<file path="config.mk">
export PLATFORM = sky130hd
export DESIGN_NAME = imm_rotate_encoder
export DESIGN_NICKNAME = d
export VERILOG_FILES = /design/src/rtl/imm_rotate_encoder.sv
export SDC_FILE = /design/constraint.sdc
export NUM_CORES = 1
export LEC_CHECK = 0
export ABC_CLOCK_PERIOD_IN_PS = 5020
export CORE_ASPECT_RATIO = 0.7
export CORE_MARGIN = 4
export CORE_UTILIZATION = 45
export CTS_CLUSTER_SIZE = 30
export DETAILED_ROUTE_END_ITERATION = 10
export PLACE_DENSITY = 0.68
export SLEW_MARGIN = 20
export SYNTH_ARGS = -nofsm -noshare
export SYNTH_HDL_FRONTEND = slang
export SYNTH_SLANG_ARGS = --single-unit
export TNS_END_PERCENT = 50
</file>
<file path="constraint.sdc">
create_clock -name clk -period 5.02 [get_ports clk]
set_clock_uncertainty 0.1 [all_clocks]
set_input_delay 0.753 -clock clk [delete_from_list [all_inputs] [get_ports clk]]
set_output_delay 0.753 -clock clk [all_outputs]
set_load 0.005 [all_outputs]
</file>
<file path="src/rtl/imm_rotate_encoder.sv">
// Iterative 32-bit constant to {rotate_imm, immed_8} immediate encoder, one rotation per clock.
// Optional second pass on the inverted value when IMM_ENC_NEGATE_EN is defined.
module imm_rotate_encoder (
  input  logic        clk,
  input  logic        reset_n,
  input  logic        in_valid,
  output logic        in_ready,
  input  logic [31:0] in_value,
  output logic        out_valid,
  input  logic        out_ready,
  output logic        out_ok,
  output logic [11:0] out_code,
  output logic        out_carry
`ifdef IMM_ENC_NEGATE_EN
  ,
  output logic        out_inverted
`endif
);

  typedef enum logic [1:0] {IDLE, SEARCH, DONE} state_t;

  state_t      state, state_nxt;
  logic [31:0] val;
  logic [3:0]  rot;
  logic [31:0] r;
  logic        hit;
  logic        accept, step, set_hit, set_miss;
`ifdef IMM_ENC_NEGATE_EN
  logic        inv;
  logic        flip;
`endif

  // Rotate-left by 2*rot undoes the shifter's rotate-right expansion.
  always_comb begin
    r   = (val << {rot, 1'b0}) | (val >> (6'd32 - {1'b0, rot, 1'b0}));
    hit = (r[31:8] == 24'd0);
  end

  always_comb begin
    state_nxt = state;
    in_ready  = 1'b0;
    out_valid = 1'b0;
    accept    = 1'b0;
    step      = 1'b0;
    set_hit   = 1'b0;
    set_miss  = 1'b0;
`ifdef IMM_ENC_NEGATE_EN
    flip      = 1'b0;
`endif
    case (state)
      IDLE: begin
        in_ready = 1'b1;
        if (in_valid) begin
          accept    = 1'b1;
          state_nxt = SEARCH;
        end
      end
      SEARCH: begin
        if (hit) begin
          set_hit   = 1'b1;
          state_nxt = DONE;
        end else if (rot != 4'd15) begin
          step = 1'b1;
`ifdef IMM_ENC_NEGATE_EN
        end else if (!inv) begin
          flip = 1'b1;
`endif
        end else begin
          set_miss  = 1'b1;
          state_nxt = DONE;
        end
      end
      DONE: begin
        out_valid = 1'b1;
        if (out_ready) state_nxt = IDLE;
      end
      default: state_nxt = IDLE;
    endcase
  end

  always_ff @(posedge clk or negedge reset_n) begin
    if (!reset_n) state <= IDLE;
    else          state <= state_nxt;
  end

  always_ff @(posedge clk or negedge reset_n) begin
    if (!reset_n) begin
      rot       <= 4'd0;
      out_ok    <= 1'b0;
      out_code  <= 12'd0;
      out_carry <= 1'b0;
`ifdef IMM_ENC_NEGATE_EN
      inv          <= 1'b0;
      out_inverted <= 1'b0;
`endif
    end else begin
      if (accept) begin
        rot <= 4'd0;
`ifdef IMM_ENC_NEGATE_EN
        inv <= 1'b0;
      end else if (flip) begin
        rot <= 4'd0;
        inv <= 1'b1;
`endif
      end else if (step) begin
        rot <= rot + 4'd1;
      end
      if (set_hit) begin
        out_ok    <= 1'b1;
        out_code  <= {rot, r[7:0]};
        out_carry <= (rot != 4'd0) & val[31];
`ifdef IMM_ENC_NEGATE_EN
        out_inverted <= inv;
`endif
      end else if (set_miss) begin
        out_ok    <= 1'b0;
        out_code  <= 12'd0;
        out_carry <= 1'b0;
`ifdef IMM_ENC_NEGATE_EN
        out_inverted <= 1'b0;
`endif
      end
    end
  end

  // Search operand is data only; it is always reloaded on accept.
  always_ff @(posedge clk) begin
    if (accept) val <= in_value;
`ifdef IMM_ENC_NEGATE_EN
    else if (flip) val <= ~val;
`endif
  end

endmodule

</file>
==> qor.csv, run 1 <==
metric,value,unit
synthSimpleGateAreaFrac,14.47,%
insertion_delay,0.30,ns
tightest_slew,0.9365,ns
initial_utilization,47.75,%
drv_cap,0,
wirelength,8856,um
seq_area_frac_synth,40.73,%
endpoint_kind,register,
rows,26,
postRouteAntennaNets,0,
yosys_register_bits,52,
drtIter0Drc,231,
synth-edff-count,32,
design_area,0.004289,mm^2
cts_root_buf,clkbuf_16,
antenna_found_initial,0,
tns,0,ns
die-height,82.71,um
yosysWarnings,0,
io_pins,52,
overflow,0,
cts_resized,0,
worstSetupPathType,reg2reg,
routabilityCongestion,0.9440,
syn_area_per_cell,10.97,um^2
cts.path.max_buffers,2,
post_dp_cell_area,0.004128,mm^2
syn_area,0.003588,mm^2
ys.flop_type,edfxtp_1,
cp-start-kind,register,
grt_pass1_wl,14170,um
synth_compound_area_share,19.11,%
layout-drive-gt1-share,13.11,%
vias,2955,
max-vdd-ir-drop,0.3299,mV
avgRoutedWirePerCell,19.09,um
synth_adder_area_share,0.6974,%
arrival,3.97,ns
synth_top_family_by_area,multiplexers,
htreeDepth,2,
drc,0,
cts_hold_buf,0,
synth_xor_area_share,0.4881,%
cts_buffers,5,
grt_start_max_net_pins,83,
power_density,672.0,mW/mm^2
postSynthNetCount,365,
dr.pass1.iters,4,
finalSetupViolations,0,
period_minus_slack,3.879,ns
clkSinkCount,52,
ys_types,57,
fillCellCount,655,
dp_cells,456,
area_growth,19.53,%
fin_crit_sh,77.28,%
grt_pass1_vias,2601,
synthMuxAreaShare,19.77,%
hold_viol,0,
cts_tree,done,
p_leak,1.507,nW
dp.final_hpwl,6413,um
rsz0062_at_grt,no,
status,completed,
crit_fanout,18,
cts_setup_buffers,0,
layout.cells.non_filler,464,
hold_ws,0.4014,ns
port_buffers,51,
required,5.11,ns
coreArea,0.007515,mm^2
synthArstFlopShare,38.46,%
nets,403,
via_per_inst,6.369,
die_area,0.009489,mm^2
slew_viol_final,0,
die_x,114.7,um
grtUsageTotal,19.51,%
clk_pin_slew,0.07,ns
fmax,257.8,MHz
diodes,0,
hp-class,reg2reg,
netlist_instances,327,
maxSlewHeadroom,37.56,%
[stage by stage]
step                      setup slack [ns]  total power [mW]  util (%)
after floorplan                      1.476             2.043         -
after global placement               1.317             2.490     54.93
after detailed placement             1.187             2.494     54.93
after CTS                            1.186             2.869     57.08
after global routing                0.7959             3.084     57.08
final                                1.141             2.882     57.08
[layer usage]
metal | GRT usage (%) | vias up | wire length, um
li1 | - | 1381 | -
met1 | 30.21 | 1409 | 4190
met2 | 26.42 | 156 | 3609
met3 | 5.462 | 9 | 963
met4 | 5.158 | 0 | 92
met5 | 0 | - | 0
[cell usage after synthesis (all sizes together), types with 9 or more instances]
cell type  count  area share [%]
a21oi         24             3.3
a22o          12             2.9
buf           15             2.9
clkbuf        12             1.3
dfrtp         20              14
edfxtp        32              27
mux2i         18             5.0
mux4          22              14
nand2         19             2.0
nor2          17             1.8
nor3          20             3.2
nor4           9             1.6
o21ai         21             2.9
[cell usage in the layout, fill, tap and decap left out, types with 2 or more instances in the layout]
| master | Yosys | routed |
|---|---|---|
| inv_1 | 5 | 5 |
| a211oi_1 | 7 | 7 |
| a22o_1 | 12 | 12 |
| nor2_1 | 16 | 16 |
| buf_4 | 1 | 7 |
| nand2b_1 | 6 | 6 |
| edfxtp_1 | 32 | 32 |
| nand2_1 | 19 | 19 |
| clkdlybuf4s50_1 | 0 | 51 |
| o221ai_1 | 3 | 3 |
| mux4_2 | 22 | 22 |
| ha_1 | 2 | 2 |
| o32a_1 | 2 | 2 |
| o211ai_1 | 2 | 2 |
| o31ai_1 | 3 | 3 |
| o21ai_0 | 21 | 21 |
| mux2i_1 | 18 | 18 |
| or4_1 | 2 | 2 |
| nor3b_1 | 3 | 3 |
| nor4_1 | 9 | 9 |
| nor4b_1 | 2 | 2 |
| o22ai_1 | 3 | 3 |
| mux2_2 | 3 | 3 |
| nor3_1 | 18 | 18 |
| nor2b_1 | 6 | 6 |
| dfrtp_1 | 20 | 19 |
| a32o_1 | 3 | 3 |
| a31oi_1 | 3 | 3 |
| and2_1 | 4 | 4 |
| clkbuf_16 | 0 | 6 |
| a21oi_1 | 24 | 24 |
| o21bai_1 | 2 | 2 |
| nand3_1 | 7 | 7 |
[final cells by class]
| class | count | area [um^2] | share of cell area [%] |
|---|---|---|---|
| well taps | 98 | 122.6 | 2.859 |
| repair buffers | 58 | 563.0 | 13.13 |
| multi-input cells | 242 | 1957 | 45.62 |
| inverters | 6 | 22.52 | 0.5251 |
| flip-flops and latches | 52 | 1463 | 34.10 |
| clock buffers | 6 | 150.1 | 3.501 |
| clock inverters | 2 | 11.26 | 0.2625 |
[worst max-delay path, stage by stage (launching register included)]
cell and delay, ns:
dfrtp_2 0.36, clkinv_1 0.26, ha_1 0.62, buf_4 0.31
buf_4 0.21, o32a_1 0.38, nor3_1 0.26, a31oi_1 0.13
o21bai_1 0.27, o311ai_4 0.21, a21o_1 0.35, a22o_1 0.28
[path summary, 6_finish.rpt]
kind	from	endpoint	slack (ns)	cells after the start
setup / recovery	rot[0]	out_code[6]	1.14	11
hold / removal	out_code[8]	out_code[8]	0.40	1
setup reg to reg	rot[0]	out_code[6]	1.14	11
hold reg to reg	out_code[8]	out_code[8]	0.40	1
max in group asynchronous	reset_n	rot[0]	3.41	1
min in group asynchronous	reset_n	out_code[0]	0.83	1
[where the power goes]
| group | total [mW] | internal [mW] | switching [mW] | leakage (nW) |
|---|---|---|---|---|
| Sequential | 0.703 | 0.571 | 0.133 | 0.554 |
| Combinational | 1.81 | 0.843 | 0.972 | 0.871 |
| Clock | 0.365 | 0.214 | 0.150 | 0.0823 |
[sequential cells by signal, summed over array words and instances (netlist names)]
name	count
out_carry	1
rot	4
val	32
out_ok	1
out_code	12
state	2
[logic make-up (layout without fill, tap and decap cells)]
family / Yosys count / after routing
buffers and inverters: 33 / 72
muxes: 43 / 43
xor gates and xnor gates: 2 / 2
AOI/OAI and AO/OA: 98 / 98
adders and majority gates: 2 / 2
and+or+nand+nor: 97 / 97
DFF: 52 / 52
Note: power is estimated with default switching activity, not from simulation.
==> inputs of run 2 (changes only) <==
Settings changed: ABC_CLOCK_PERIOD_IN_PS 5020 to 3600.
Clock period 5.02 ns to 3.6 ns, I/O delays scaled along.
==> qor.csv, run 2 (same netlist as run 1, synthesis figures left out) <==
metric,value,unit,change
rsz0062_at_grt,no,,unchanged
clkSinkCount,52,,unchanged
diodes,0,,unchanged
cts_root_buf,clkbuf_16,,unchanged
layout.cells.non_filler,467,,was 464
die_area,0.009489,mm^2,unchanged
drc,0,,unchanged
crit_fanout,82,,was 18
avgRoutedWirePerCell,19.22,um,was 19.09 um
clk_pin_slew,0.07,ns,about the same
die_x,114.7,um,unchanged
routabilityCongestion,0.9047,,was 0.9440
drv_cap,0,,unchanged
drtIter0Drc,334,,was 231
nets,406,,was 403
postRouteAntennaNets,0,,unchanged
grt_start_max_net_pins,83,,unchanged
tightest_slew,0.8579,ns,was 0.9365 ns
overflow,0,,unchanged
dr.pass1.iters,5,,was 4
cts.path.max_buffers,2,,unchanged
initial_utilization,47.75,%,unchanged
reg2reg_slack,0.36,ns,was 1.14 ns
cts_setup_buffers,0,,unchanged
finalSetupViolations,0,,unchanged
status,completed,,unchanged
io_pins,52,,unchanged
cp-start-kind,register,,unchanged
cts_hold_buf,0,,unchanged
dpl_worst_slack,0.4117,ns,was 1.187 ns
layout_common_cells,"51 x clkdlybuf4s50_1, 32 x edfxtp_1, 24 x a21oi_1",,unchanged
port_buffers,51,,unchanged
tns,0,ns,unchanged
slew_viol_final,0,,unchanged
hold_viol,0,,unchanged
p_leak,1.546,nW,was 1.507 nW
cts_resized,0,,unchanged
largest_register_ffs,32,,unchanged
finalPower,4.195,mW,was 2.882 mW
fmax,308.8,MHz,was 257.8 MHz
largest_register,val,,unchanged
rows,26,,unchanged
endpoint_kind,register,,unchanged
power_density,958.7,mW/mm^2,was 672.0 mW/mm^2
dp_cells,459,,was 456
worstSetupPathType,reg2reg,,unchanged
max-vdd-ir-drop,0.4404,mV,was 0.3299 mV
fillCellCount,647,,was 655
cts_buffers,5,,unchanged
cts_tree,done,,unchanged
period_minus_slack,3.238,ns,was 3.879 ns
required,3.68,ns,was 5.11 ns
vias,2968,,was 2955
dp.final_hpwl,6434,um,was 6413 um
grt_pass1_vias,2746,,was 2601
fin_crit_sh,89.96,%,was 77.28%
insertion_delay,0.29,ns,was 0.30 ns
antenna_found_initial,0,,unchanged
maxSlewHeadroom,42.63,%,was 37.56%
htreeDepth,2,,unchanged
area_growth,21.93,%,was 19.53%
grtUsageTotal,19.66,%,was 19.51%
setup_slack,0.3615,ns,was 1.141 ns
coreArea,0.007515,mm^2,unchanged
arrival,3.32,ns,was 3.97 ns
hp-class,reg2reg,,unchanged
layout-drive-gt1-share,13.82,%,was 13.11%
reg_top3,"val x32, out_code x12, rot x4",,unchanged
via_per_inst,6.355,,was 6.369
grt_pass1_wl,14400,um,was 14170 um
final_common_cell,clkdlybuf4s50_1,,unchanged
wirelength,8977,um,was 8856 um
die-height,82.71,um,unchanged
==> run 2: report_power, final <==
group / internal, mW / switching, mW
Sequential: 0.796 / 0.166
Clock: 0.385 / 0.210
Combinational: 1.23 / 1.41
==> run 2: layout make-up <==
class	count	area, um^2	share of cell area, %
Tap cell	98	122.6	2.802
Multi-Input combinational cell	242	1957	44.72
Sequential cell	52	1463	33.43
Timing Repair Buffer	61	610.6	13.95
Clock buffer	8	200.2	4.575
Inverter	6	22.52	0.5147
==> run 2: final timing paths <==
kind                              from           to  depth (start not counted)
max                             rot[0]  out_code[2]                          9
min                        out_code[9]  out_code[9]                          1
max reg2reg                     rot[0]  out_code[2]                          9
min reg2reg                out_code[9]  out_code[9]                          1
max in group asynchronous      reset_n       rot[0]                          1
min in group asynchronous      reset_n  out_code[4]                          1
==> run 2: per-stage QoR <==
step | area [um^2] | util, % | hold slack [ns]
2_1_floorplan | 3588 | - | 0.1444
3_5_place_dp | 4175 | 55.56 | 0.3880
3_3_place_gp | 4175 | 55.56 | 0.3879
5_1_grt | 4375 | 58.23 | 0.4152
6_report | 4375 | 58.23 | 0.4053
4_1_cts | 4375 | 58.23 | 0.4034
==> run 2: per-layer routing <==
metal | global-route usage (%) | share of wire [%] | vias to the layer above | wire length [um]
li1 | - | - | 1386 | -
met1 | 29.69 | 47 | 1395 | 4202
met2 | 27.99 | 42 | 175 | 3738
met3 | 4.734 | 10 | 12 | 895
met4 | 5.627 | 1.6 | 0 | 142
met5 | 0 | 0 | - | 0
==> run 2: critical path, stage by stage, from the launching register on <==
cell,delay (ns)
dfrtp_2,0.39
buf_12,0.32
nor3b_2,0.27
o211ai_1,0.13
a2111oi_2,0.46
a221oi_1,0.24
nor3_4,0.34
o311ai_4,0.21
a21o_1,0.34
a22o_1,0.28
